## src/rtl/red_pitaya_dac_slew_pkg.sv

```systemverilog
// Shared types and the slew/ramp move rule for the DAC output conditioning stage.
package red_pitaya_dac_slew_pkg;

  localparam int DAC_DW = 14;

  typedef enum logic [1:0] {
    ST_MUTE  = 2'd0,
    ST_UP    = 2'd1,
    ST_TRACK = 2'd2,
    ST_DOWN  = 2'd3
  } slew_st_t;

  // Moves y toward t by at most s; s == 0 jumps straight to t. The result always
  // lies between y and t, so it cannot leave the DAC_DW range.
  function automatic logic signed [DAC_DW-1:0] approach(
    input logic signed [DAC_DW-1:0] y,
    input logic signed [DAC_DW-1:0] t,
    input logic        [DAC_DW-2:0] s
  );
    logic signed [DAC_DW:0] d;
    logic signed [DAC_DW:0] s_wide;
    d      = $signed({t[DAC_DW-1], t}) - $signed({y[DAC_DW-1], y});
    s_wide = $signed({2'b00, s});
    if (s == '0) begin
      return t;
    end else if (d > s_wide) begin
      return y + $signed({1'b0, s});
    end else if (d < -s_wide) begin
      return y - $signed({1'b0, s});
    end
    return t;
  endfunction

endpackage

```

## src/rtl/red_pitaya_dac_slew_ch.sv

```systemverilog
// One DAC channel: enable/mute ramp FSM, slew-rate limiter and status flags.
module red_pitaya_dac_slew_ch
  import red_pitaya_dac_slew_pkg::*;
(
  input  logic                     clk_i,
  input  logic                     rst_ni,
  input  logic signed [DAC_DW-1:0] x_i,
  input  logic                     en_i,
  input  logic        [DAC_DW-2:0] ramp_step_i,
  input  logic        [DAC_DW-2:0] slew_step_i,
  output logic signed [DAC_DW-1:0] y_o,
  output logic                     active_o,
  output logic                     settled_o
);

  slew_st_t                 state_q, state_d;
  logic signed [DAC_DW-1:0] y_q, y_d;
  logic                     active_q, active_d;
  logic                     settled_q, settled_d;

  // NOTE: every output of this block gets a default first, so no path leaves a
  // variable unassigned and no latch is inferred.
  always_comb begin
    state_d   = state_q;
    y_d       = y_q;
    case (state_q)
      ST_MUTE: begin
        y_d = '0;
        if (en_i) state_d = ST_UP;
      end
      ST_UP: begin
        y_d = approach(y_q, x_i, ramp_step_i);
        if (!en_i)          state_d = ST_DOWN;
        else if (y_d == x_i) state_d = ST_TRACK;
      end
      ST_TRACK: begin
        y_d = approach(y_q, x_i, slew_step_i);
        if (!en_i) state_d = ST_DOWN;
      end
      ST_DOWN: begin
        y_d = approach(y_q, '0, ramp_step_i);
        // A re-enable wins over reaching zero, so a reversal never visits MUTE.
        if (en_i)            state_d = ST_UP;
        else if (y_d == '0)  state_d = ST_MUTE;
      end
      default: begin
        state_d = ST_MUTE;
        y_d     = '0;
      end
    endcase
    active_d  = (state_d != ST_MUTE);
    settled_d = (state_q == ST_TRACK) && (y_d == x_i);
  end

  // NOTE: sequential state uses non-blocking assignments only, so every register
  // samples the pre-edge values regardless of statement order.
  always_ff @(posedge clk_i or negedge rst_ni) begin
    if (!rst_ni) begin
      state_q   <= ST_MUTE;
      y_q       <= '0;
      active_q  <= 1'b0;
      settled_q <= 1'b0;
    end else begin
      state_q   <= state_d;
      y_q       <= y_d;
      active_q  <= active_d;
      settled_q <= settled_d;
    end
  end

  assign y_o       = y_q;
  assign active_o  = active_q;
  assign settled_o = settled_q;

endmodule

```

## src/rtl/red_pitaya_dac_slew.sv

```systemverilog
// Two independent DAC conditioning channels between the ASG buffers and the DAC interface.
module red_pitaya_dac_slew
  import red_pitaya_dac_slew_pkg::*;
(
  input  logic                     dac_clk_i,
  input  logic                     dac_rstn_i,
  input  logic signed [DAC_DW-1:0] dac_a_i,
  input  logic signed [DAC_DW-1:0] dac_b_i,
  input  logic                     en_a_i,
  input  logic                     en_b_i,
  input  logic        [DAC_DW-2:0] ramp_step_a_i,
  input  logic        [DAC_DW-2:0] ramp_step_b_i,
  input  logic        [DAC_DW-2:0] slew_step_a_i,
  input  logic        [DAC_DW-2:0] slew_step_b_i,
  output logic signed [DAC_DW-1:0] dac_a_o,
  output logic signed [DAC_DW-1:0] dac_b_o,
  output logic                     active_a_o,
  output logic                     active_b_o,
  output logic                     settled_a_o,
  output logic                     settled_b_o
);

  red_pitaya_dac_slew_ch u_ch_a (
    .clk_i       (dac_clk_i),
    .rst_ni      (dac_rstn_i),
    .x_i         (dac_a_i),
    .en_i        (en_a_i),
    .ramp_step_i (ramp_step_a_i),
    .slew_step_i (slew_step_a_i),
    .y_o         (dac_a_o),
    .active_o    (active_a_o),
    .settled_o   (settled_a_o)
  );

  red_pitaya_dac_slew_ch u_ch_b (
    .clk_i       (dac_clk_i),
    .rst_ni      (dac_rstn_i),
    .x_i         (dac_b_i),
    .en_i        (en_b_i),
    .ramp_step_i (ramp_step_b_i),
    .slew_step_i (slew_step_b_i),
    .y_o         (dac_b_o),
    .active_o    (active_b_o),
    .settled_o   (settled_b_o)
  );

endmodule

```

## config.mk

```make
export PLATFORM = sky130hd
export DESIGN_NAME = red_pitaya_dac_slew
export DESIGN_NICKNAME = d
export VERILOG_FILES = /design/src/rtl/red_pitaya_dac_slew_pkg.sv /design/src/rtl/red_pitaya_dac_slew_ch.sv /design/src/rtl/red_pitaya_dac_slew.sv
export SDC_FILE = /design/constraint.sdc
export NUM_CORES = 1
export LEC_CHECK = 0
export BUFFER_PORTS_ARGS = -buffer_cell sky130_fd_sc_hd__buf_2
export CORE_ASPECT_RATIO = 0.7
export CORE_MARGIN = 8
export CORE_UTILIZATION = 45
export DETAILED_ROUTE_END_ITERATION = 6
export GPL_TIMING_DRIVEN = 0
export HOLD_SLACK_MARGIN = 0.05
export SETUP_SLACK_MARGIN = 0.3
export SYNTH_ARGS = -nofsm -noshare
export SYNTH_HDL_FRONTEND = slang
export SYNTH_SLANG_ARGS = --single-unit
export TNS_END_PERCENT = 20
```

## constraint.sdc

```tcl
create_clock -name dac_clk_i -period 17.3 [get_ports dac_clk_i]
set_input_delay 1.73 -clock dac_clk_i [delete_from_list [all_inputs] [get_ports dac_clk_i]]
set_output_delay 1.73 -clock dac_clk_i [all_outputs]
set_load 0.03 [all_outputs]
```

# Word-level counts from Yosys, hierarchy flattened

Cells that the tools add are included.

$add $sub $neg: 16
Equal/unequal tests: 10
Magnitude comparators: 12
Multiplexer cells: 68
Reductions and logical operators: 12

Operators with widths:

| cell                                                                  | count |
|---|---|
| 14-bit 2-to-1 mux                                                     | 28 |
| 14-bit case mux with 4 select lines                                   | 2 |
| 15-bit by 14-bit greater-than comparator with 1-bit output            | 6 |
| 15-bit less-than comparator                                           | 6 |
| 13-bit negation with 15-bit output                                    | 4 |
| 14-bit adder                                                          | 4 |
| 14-bit equality test                                                  | 4 |
| 14-bit subtractor                                                     | 4 |
| 13-bit zero test                                                      | 4 |
| 1-bit by 14-bit subtractor with 15-bit output, first input constant   | 2 |
| 14-bit by 14-bit subtractor with 15-bit output                        | 2 |
| 14-bit zero test                                                      | 2 |
| 1-bit 2-to-1 mux                                                      | 24 |
| 2-bit 2-to-1 mux                                                      | 12 |
| 2-bit case mux with 4 select lines                                    | 2 |
| 2-bit equality test, second input constant                            | 4 |
| 2-bit by 1-bit equality test with 1-bit output, second input constant | 2 |
| 2-bit zero test                                                       | 2 |
| 2-bit nonzero test                                                    | 2 |
| 1-bit logical AND                                                     | 2 |

Register bits after elaboration: 36
Bits of input ports: 84
Logic and storage cells: 126
Output and inout bits: 32

# Longest topological paths before layout

Gate-level depths: netlist of run 1.

Depth in word-level cells: 13
Depth in mapped cells: 35

# Hierarchy

Synthesis of run 1 repeated with hierarchy kept, for this count alone.

Cells, all modules: 2023
Area, all modules: 14946.8 µm²

Modules (own cells, without submodules):

| module                           | instances | seq. area each (µm²) | area an instance (µm²) | cells an instance |
|---|---|---|---|---|
| red_pitaya_dac_slew_ch at u_ch_a | 1         | 450.4                | 7817.5                 | 1072 |
| red_pitaya_dac_slew_ch at u_ch_b | 1         | 450.4                | 7129.3                 | 951 |

# Worst setup path after synthesis of run 1

Ideal clock, no wire load.

Path kind: input -> register
Start: input port dac_b_i[0]
End: register u_ch_b.settled_q (netlist: u_ch_b.settled_o)
Path buffers: 1
Arrival: 8.413 ns
Path slack: 8.792 ns
Required time: 17.204 ns
Stages: 34
Cell sequence: inv_1 ha_1 inv_1 fa_1 a21o_1 a221oi_1 a21oi_1 o21ai_0 nand2b_1 a21o_1 a21oi_1 xnor2_1 ha_1 nand3_1 or4_1 o21a_1 a31oi_1 a21oi_1 o21a_1 clkbuf_1 mux2i_1 fa_1 a211oi_1 nor2_1 o221ai_1 nand2b_1 a21oi_1 xnor2_1 xnor2_1 o211ai_1 a21oi_1 o211ai_1 or4_1 nor4_2

Cells in the longest elaborated chain, start to end: 11
Elaborated cells on any way between the ends: 23
Classes of those cells: 1 x add/sub; 4 x order compare; 1 x eq/ne; 16 x mux; 1 x reduce/logical

Ends and longest elaborated chain:

| what                                           | RTL line                      | source |
|---|---|---|
| from (decl)                                    | red_pitaya_dac_slew.sv:8      | `input logic signed [DAC_DW-1:0] dac_b_i,` |
| 14-bit by 14-bit subtractor with 15-bit output | red_pitaya_dac_slew_pkg.sv:22 | `d = $signed({t[DAC_DW-1], t}) - $signed({y[DAC_DW-1], y});` |
| 15-bit less-than comparator                    | red_pitaya_dac_slew_pkg.sv:28 | `end else if (d < -s_wide) begin` |
| 1-bit 2-to-1 mux                               | red_pitaya_dac_slew_pkg.sv:28 |  |
| 1-bit 2-to-1 mux                               | red_pitaya_dac_slew_pkg.sv:26 | `end else if (d > s_wide) begin` |
| 1-bit 2-to-1 mux                               | red_pitaya_dac_slew_pkg.sv:24 | `if (s == '0) begin` |
| 1-bit 2-to-1 mux                               | red_pitaya_dac_slew_ch.sv:26  | `case (state_q)` |
| 14-bit 2-to-1 mux                              | red_pitaya_dac_slew_pkg.sv:31 | `return t;` |
| 14-bit 2-to-1 mux                              | red_pitaya_dac_slew_ch.sv:26  |  |
| 14-bit case mux with 4 select lines            | red_pitaya_dac_slew_ch.sv:26  |  |
| 14-bit equality test (*)                       | red_pitaya_dac_slew_ch.sv:52  | `settled_d = (state_q == ST_TRACK) && (y_d == x_i);` |
| 1-bit logical AND (*)                          | red_pitaya_dac_slew_ch.sv:52  |  |
| named net u_ch_b.settled_d                     | red_pitaya_dac_slew_ch.sv:19  | `logic settled_q, settled_d;` |
| to (signal assigned)                           | red_pitaya_dac_slew_ch.sv:67  | `settled_q <= settled_d;` |
| to (decl)                                      | red_pitaya_dac_slew_ch.sv:19  |  |

The timed path passes the listed nets; every way through them passes the cells marked *. The select of a mux whose other input is x is not followed.

# Final worst setup path of run 1

Ends and elaborated chain as after synthesis.

==> results.yml, run 1 <==
hold_path:
  whs_path_depth: 2
  holdCritStartpoint: "u_ch_b.state_q[1]"
  hold_path_end: "u_ch_b.state_q[1]"
  hold_class: "flop to flop"
critical_path:
  setup.worst_path.class: "input port to flop"
  worst-path-buf-inv: 4
  cp_top_family: "compound AO/OA/AOI/OAI gates"
  worstPathArrival_ns: 10.21
  r2r_start: "u_ch_b.y_o[1]"
  slowest_stage: "or4_1"
  cp_max_fo: 10
  reg2regPathDepth: 32
  r2r_slack_ns: 7.93
  end_kind: "flop"
  cp_slowest_stage_delay_ns: 0.55
  required_ns: 17.46
  rr_endpoint: "u_ch_b.settled_o"
  crit_top_cell: "a21oi_1"
  worstSetupStartpointType: "input port"
route:
  wirelength_um: 62900
  via_count: 16200
  drtIter0Drc: 2134
  drc_errors: 0
  drtPass1Iterations: 6
  post_drt_wl_per_cell_um: 25.0
  detail-route-antenna-nets: 0
  via_per_inst: 6.45
clock_network:
  cts_max_level: 2
  root_buffer: "clkbuf_16"
  cts_tree: "yes"
  clk_path_buf_depth: 2
  cts_resized: 0
  clkSlewWorstSetupHoldPaths_ns: 0.07
  insertion_delay_ns: 0.30
  holdBufCountCts: 0
  cts_inserted_buffers: 5
  cts_setup_buffers: 0
  clock_sinks: 36
grt:
  grt_use_total_pct: 31.2
  grt_max_degree: 37
  first_global_vias: 14800
  overflow: 0
  antenna_found_initial: 2
  grt_util_met2_pct: 38.0
  grt.met1_usage_pct: 49.5
  use_met3_pct: 12.7
  grt_first_pass_wirelength_um: 93000
  busiest_layer: "met1"
synthesis:
  synth_seq_area_share_pct: 6.17
  syn-instance-count: 1968
  synth_nets: 2332
  synthArstFlopShare_pct: 100
  synthesis.area_um2: 14600
  syn_avg_cell_area_um2: 7.41
  synth_cell_types: 93
  yosysWarningCount: 0
  synth_edf_count: 0
  synth_ff_type: "dfrtp_1"
  ys_ff_latch: 36
timing:
  maxSlewHeadroom_pct: 21.9
  skew_ns: 0.0146
  min_period_ns: 10.05
  slew_violations: 0
  grt_setup_unrepaired: "false"
  timing.fmax_mhz: 99.5
  period_share_pct: 58.1
  finalSetupViolCount: 0
  tightest_slew_ns: 1.16
  hold_violations: 0
  fin_tns_setup_ns: 0
die:
  die-area_um2: 38500
  num_rows: 55
  fp.dieW_um: 231
  ios: 116
  core_um2: 32100
  initial_core_util_pct: 45.4
  die_h_um: 167
layout:
  drive_above_1_share_pct: 7.85
  finalNetCount: 2453
  fin_area_um2: 15900
  final_util_pct: 49.3
  area.sequential_um2: 901
  final_common_cell: "ha_1"
  fin_cells: 2517
  diodes: 0
  multi_input_area_um2: 12900
  synthToLayoutAreaGrowth_pct: 8.64
  fillers: 3278
  mostFrequentLayoutCells: "272 x ha_1, 169 x xnor2_1, 169 x nor2_1"
place:
  dp_cells: 2509
  post_dp_cell_area_um2: 15700
  io_buffers: 114
  dpl.hpwl_um: 52700
  place.gp.congestion: 0.990
job:
  max-cap-violations: 0
run_status:
  status: "finished clean"
final cells by class:
cell class	instances	area share [%]
clock buffer	5	0.789
tap	427	3.37
buffer	54	1.44
sequential	36	5.68
timing repair buffer	114	3.60
clock inverter	3	0.118
multi-input combinational	1731	81.5
inverter	147	3.48
synthesized netlist by cell type (all sizes together), types with 8 or more instances:
cell type    n  area [µm²]
ha         272        3400
nor2       170         641
xnor2      170        1500
inv        146         548
a21oi      123         619
o21ai      122         622
nand2      121         454
nor3        63         315
mux2i       47         470
nand3       47         235
nand2b      44         275
clkbuf      43         161
nor2b       42         263
a21o        37         278
dfrtp       36         901
nand4       32         200
o21a        32         240
xor2        31         272
a211oi      28         215
a31oi       26         163
nor4        25         163
and3        19         119
o211ai      19         143
or3         18         123
and2        14        87.6
o31a        14         123
a2111oi     12         105
buf         11        66.3
o21bai      11        82.6
o31ai       11        82.6
or4         11        86.3
o221ai      10        87.6
or2          9        56.3
a311oi       8        70.1
fa           8         160
sequential cells by signal, summed over array words and instances (netlist names):
register          flops
u_ch_a.settled_o      1
u_ch_b.active_o       1
u_ch_a.y_o           14
u_ch_a.active_o       1
u_ch_a.state_q        2
u_ch_b.settled_o      1
u_ch_b.state_q        2
u_ch_b.y_o           14
per-stage QoR:
stage | hold slack (ns) | setup slack (ns)
after global routing | 0.802 | 6.74
after CTS | 0.776 | 7.47
after floorplan | 0.586 | 8.79
after detailed placement | 0.729 | 7.20
after global placement | 0.777 | 7.28
final | 0.784 | 7.25
worst max-delay path by stage:
stage | from | to | slack [ns] | cells past startpoint
after global routing | dac_b_i[0] | u_ch_b.settled_o | 6.74 | 35
final | dac_b_i[0] | u_ch_b.settled_o | 7.25 | 35
after detailed placement | dac_b_i[0] | u_ch_b.settled_o | 7.20 | 35
after floorplan | dac_b_i[0] | u_ch_b.settled_o | 8.79 | 34
after CTS | dac_b_i[0] | u_ch_b.settled_o | 7.47 | 35
after global placement | dac_b_i[0] | u_ch_b.settled_o | 7.28 | 35
cell families after synthesis:
group,after synthesis,share of synthesized area [%]
and+or+nand+nor,644,22.3
AOI/OAI and AO/OA,551,25.7
adders and majority gates,280,24.4
xor gates and xnor gates,202,12.3
buffers and inverters,201,5.34
muxes,54,3.76
DFF,36,6.17
worst register-to-register path: cells and delay by family (launching register included):
kind	cells	cell delay, ns
multiplexers	1	0.26
adder cells (fa/ha/maj)	3	1.41
XOR/XNOR	3	0.56
AND/OR/NAND/NOR	7	1.91
buffers and inverters	2	0.67
flip-flops	1	0.78
AO/OA/AOI/OAI	16	3.64
metal layers:
layer  wire [µm]  vias up
met5          81        -
met4         605        6
met3        9800       61
met2       21800      996
met1       30600     7629
li1            -     7535
Power of run 1 is not shown: default switching activity piles up to over one toggle a cycle in this logic, so the estimate is an artifact.
==> run 2, diff against run 1 <==
- PLACE_DENSITY: default -> 0.65
- clock period: 17.3 -> 8.75 ns (I/O delays scaled with it)
==> results.yml, run 2 (synthesized netlist as in run 1, its figures left out) <==
critical_path:
  cp_max_fo: 10
  setup.worst_path.class: "input port to flop"
  end_kind: "flop"
  cp_slowest_stage_delay_ns: 0.56
  required_ns: 8.94
  crit_top_cell: "a21oi_1"
  worstPathArrival_ns: 8.40
  slowest_stage: "or4_1"
  worstSetupStartpointType: "input port"
layout:
  diodes: 0
  final_common_cell: "ha_1"
  fin_area_um2: 16000
  synthToLayoutAreaGrowth_pct: 9.56
  drive_above_1_share_pct: 8.84
  mostFrequentLayoutCells: "272 x ha_1, 168 x nor2_1, 167 x xnor2_1"
  finalNetCount: 2456
hold_path:
  hold_class: "input port to asynchronous set/reset pin"
clock_network:
  cts_tree: "yes"
  clock_sinks: 36
  clkSlewWorstSetupHoldPaths_ns: 0.07
  insertion_delay_ns: 0.30
  clk_path_buf_depth: 2
  cts_max_level: 2
  root_buffer: "clkbuf_16"
  cts_inserted_buffers: 5
timing:
  min_period_ns: 8.21
  period_share_pct: 93.8
  timing.fmax_mhz: 122
  tightest_slew_ns: 1.30
  hold_violations: 0
  slew_violations: 0
  grt_setup_unrepaired: "true"
  skew_ns: 0.0117
  timing.final.ws_setup_ns: 0.542
  finalSetupViolCount: 0
  maxSlewHeadroom_pct: 12.3
die:
  fp.dieW_um: 231
  die_h_um: 167
  num_rows: 55
  ios: 116
  die-area_um2: 38500
  initial_core_util_pct: 45.4
  core_um2: 32100
place:
  place.gp.congestion: 1.01
  post_dp_cell_area_um2: 15700
  dp_slack_ns: -0.418
  io_buffers: 114
  dpl.hpwl_um: 50300
route:
  wirelength_um: 60200
  via_count: 16300
  drtPass1Iterations: 6
  drc_errors: 0
  drtIter0Drc: 1932
  detail-route-antenna-nets: 0
  post_drt_wl_per_cell_um: 23.9
  via_per_inst: 6.48
job:
  max-cap-violations: 0
grt:
  grt_use_total_pct: 29.5
  grt_max_degree: 37
  antenna_found_initial: 0
  grt_first_pass_wirelength_um: 89000
  first_global_vias: 14600
  overflow: 0
run_status:
  status: "finished clean"
run 2: cell types whose count changed in the layout (fill, tap and decap cells not counted), moves of 2 or more:
cell	change
a21oi_1	-3
a21oi_2	+3
buf_4	+3
a2111oi_0	-2
a2111oi_1	+2
dfrtp_1	-2
dfrtp_2	+2
xnor2_1	-2
xnor2_2	+2
xor2_1	-2
xor2_2	+2
run 2: layer usage:
layer / GRT usage (%) / share of wire [%]
met1: 46.0 / 47
met2: 37.2 / 36
met3: 9.73 / 14
met4: 6.32 / 2.1
met5: 1.17 / 0.10
run 2: final cells by class:
cell class	count	area [µm²]
fill	3268	16200
multi-input combinational	1731	13000
sequential	36	903
timing repair buffer	117	593
inverter	147	552
tap	427	534
buffer	54	230
clock buffer	6	139
clock inverter	2	13.8
run 2: repair_timing:
action	4_1_cts	5_1_grt
hold buffers	0	0
setup buffers	2	1
gates resized for setup	6	18
setup endpoints to repair	2	2
pin swaps	1	2
run 2: stage by stage:
step	std cells	util [%]	TNS (ns)	hold WS, ns
after CTS	2519	49.5	0	0.742
final	2520	49.7	0	0.742
after floorplan	1968	-	0	0.579
after global routing	2520	49.7	0	0.804
after detailed placement	2509	48.8	-0.418	0.735
after global placement	2509	48.8	-0.320	0.757
run 2: worst max-delay path: cells and delay by family:
kind / cells / cell delay, ns
XOR/XNOR: 3 / 0.54
AND/OR/NAND/NOR: 7 / 1.82
buffers and inverters: 4 / 0.56
AO/OA/AOI/OAI: 16 / 3.01
adder cells (fa/ha/maj): 4 / 1.36
multiplexers: 1 / 0.23
run 2: final timing paths:
| path | start | endpoint | slack [ns] | cells after the start |
|---|---|---|---|---|
| hold / removal | dac_rstn_i | u_ch_a.y_o[0] | 0.74 | 1 |
| max in group asynchronous | dac_rstn_i | u_ch_b.y_o[1] | 7.26 | 1 |
| hold reg to reg | u_ch_b.state_q[1] | u_ch_b.y_o[8] | 0.77 | 2 |
| setup reg to reg | u_ch_b.y_o[4] | u_ch_b.settled_o | 0.70 | 32 |
| setup / recovery | dac_b_i[0] | u_ch_b.settled_o | 0.54 | 35 |
| min in group dac_clk_i | u_ch_b.state_q[1] | u_ch_b.y_o[8] | 0.77 | 2 |
Power of run 2 is left out for the same reason.
==> run 3, diff against run 2 <==
- CELL_PAD_IN_SITES_DETAIL_PLACEMENT: default -> 0
- CELL_PAD_IN_SITES_GLOBAL_PLACEMENT: default -> 1
- CORE_UTILIZATION: 45 -> 42
- PLACE_DENSITY: 0.65 -> default
- PLACE_DENSITY_LB_ADDON: default -> 0.1
- SETUP_SLACK_MARGIN: 0.3 -> 0.05
==> results.yml, run 3 (synthesized netlist as in run 1, its figures left out) <==
grt:
  grt_use_total_pct: 29.8
  grt_max_degree: 37
  grt_first_pass_wirelength_um: 92300
  first_global_vias: 14600
  antenna_found_initial: 0
  overflow: 0
timing:
  period_share_pct: 94.4
  tightest_slew_ns: 1.19
  finalSetupViolCount: 0
  maxSlewHeadroom_pct: 20.3
  hold_violations: 0
  slew_violations: 0
  timing.fmax_mhz: 121
  grt_setup_unrepaired: "true"
  skew_ns: 0.00487
  min_period_ns: 8.26
layout:
  finalNetCount: 2458
  diodes: 0
  mostFrequentLayoutCells: "271 x ha_1, 169 x nor2_1, 166 x xnor2_1"
  drive_above_1_share_pct: 8.55
  fillers: 3678
  fin_area_um2: 16000
  final_common_cell: "ha_1"
  synthToLayoutAreaGrowth_pct: 9.84
die:
  die_h_um: 172
  die-area_um2: 41100
  initial_core_util_pct: 42.4
  ios: 116
  fp.dieW_um: 239
  core_um2: 34400
  num_rows: 57
route:
  drtPass1Iterations: 7
  via_count: 16000
  drc_errors: 2
  post_drt_wl_per_cell_um: 24.7
  drtIter0Drc: 1832
  detail-route-antenna-nets: 0
  wirelength_um: 63300
  via_per_inst: 6.23
clock_network:
  insertion_delay_ns: 0.30
  cts_max_level: 2
  cts_tree: "yes"
  cts_inserted_buffers: 5
  clock_sinks: 36
  clk_path_buf_depth: 2
  clkSlewWorstSetupHoldPaths_ns: 0.06
  root_buffer: "clkbuf_16"
hold_path:
  hold_class: "input port to asynchronous set/reset pin"
critical_path:
  required_ns: 8.95
  cp_top_family: "compound AO/OA/AOI/OAI gates"
  worstPathArrival_ns: 8.46
  end_kind: "flop"
  setup.worst_path.class: "flop to flop"
  worstSetupStartpointType: "flop"
  slowest_stage: "xor2_1"
  worst-path-buf-inv: 2
  crit_top_cell: "a21oi_1"
  cp_max_fo: 10
  cp_slowest_stage_delay_ns: 0.79
run_status:
  status: "complete, but fails checks"
  violations: "DRC"
place:
  place.gp.congestion: 0.985
  io_buffers: 114
  post_dp_cell_area_um2: 15800
  dpl.hpwl_um: 53500
job:
  max-cap-violations: 0
==> run 3: cell count changes in the layout (fill, tap and decap cells not counted), moves of 2 or more <==
| cell | change |
|---|---|
| xor2_1 | +2 |
| xor2_2 | -2 |
| a2111oi_0 | +2 |
| a2111oi_1 | -2 |
==> run 3: path summary, 6_finish.rpt <==
kind | cells after the start | slack, ns | start | to
setup / recovery | 29 | 0.49 | u_ch_b.y_o[7] | u_ch_b.settled_o
min in group dac_clk_i | 2 | 0.74 | u_ch_b.state_q[1] | u_ch_b.y_o[8]
max in group asynchronous | 1 | 7.33 | dac_rstn_i | u_ch_b.y_o[1]
hold reg to reg | 2 | 0.74 | u_ch_b.state_q[1] | u_ch_b.y_o[8]
setup reg to reg | 29 | 0.49 | u_ch_b.y_o[7] | u_ch_b.settled_o
hold / removal | 1 | 0.71 | dac_rstn_i | u_ch_a.active_o
==> run 3: repair_timing <==
item,CTS,global route
gates resized for setup,4,13
setup buffers,0,4
setup endpoints to repair,1,2
hold buffers,0,0
pin swaps,0,2
==> run 3: routing by layer <==
| metal | global-route usage, % | part of all wire, % |
|---|---|---|
| met5 | 0 | 0 |
| met4 | 2.08 | 0.47 |
| met3 | 12.2 | 14 |
| met2 | 37.1 | 35 |
| met1 | 46.9 | 50 |
==> run 3: cell type report <==
| class | instances | area (µm²) | share of cell area (%) |
|---|---|---|---|
| repair buffers | 119 | 606 | 3.78 |
| plain buffers | 54 | 230 | 1.44 |
| well taps | 472 | 591 | 3.69 |
| clock buffers | 7 | 153 | 0.953 |
| flip-flops and latches | 36 | 903 | 5.64 |
| multi-input cells | 1731 | 13000 | 81.1 |
| inverters | 147 | 552 | 3.44 |
==> run 3: worst register-to-register path: cells and delay by family (launching register included) <==
| kind | cells | cell delay (ns) |
|---|---|---|
| AND/OR/NAND/NOR | 8 | 1.91 |
| XOR/XNOR | 3 | 1.14 |
| buffers and inverters | 2 | 0.53 |
| multiplexers | 1 | 0.20 |
| adder cells (fa/ha/maj) | 3 | 1.21 |
| flip-flops | 1 | 0.74 |
| AO/OA/AOI/OAI | 12 | 2.46 |
==> run 3: through the flow <==
step	std cells	setup slack [ns]	util (%)	hold WS [ns]	setup TNS, ns
global placement	2554	-0.581	45.7	0.708	-0.581
detailed placement	2554	-0.526	45.7	0.711	-0.526
floorplan	1968	1.10	-	0.579	0
global route	2566	-0.0696	46.5	0.782	-0.0696
CTS	2561	0.0924	46.2	0.731	0
finish	2566	0.494	46.5	0.713	0
Power of run 3 is left out for the same reason.
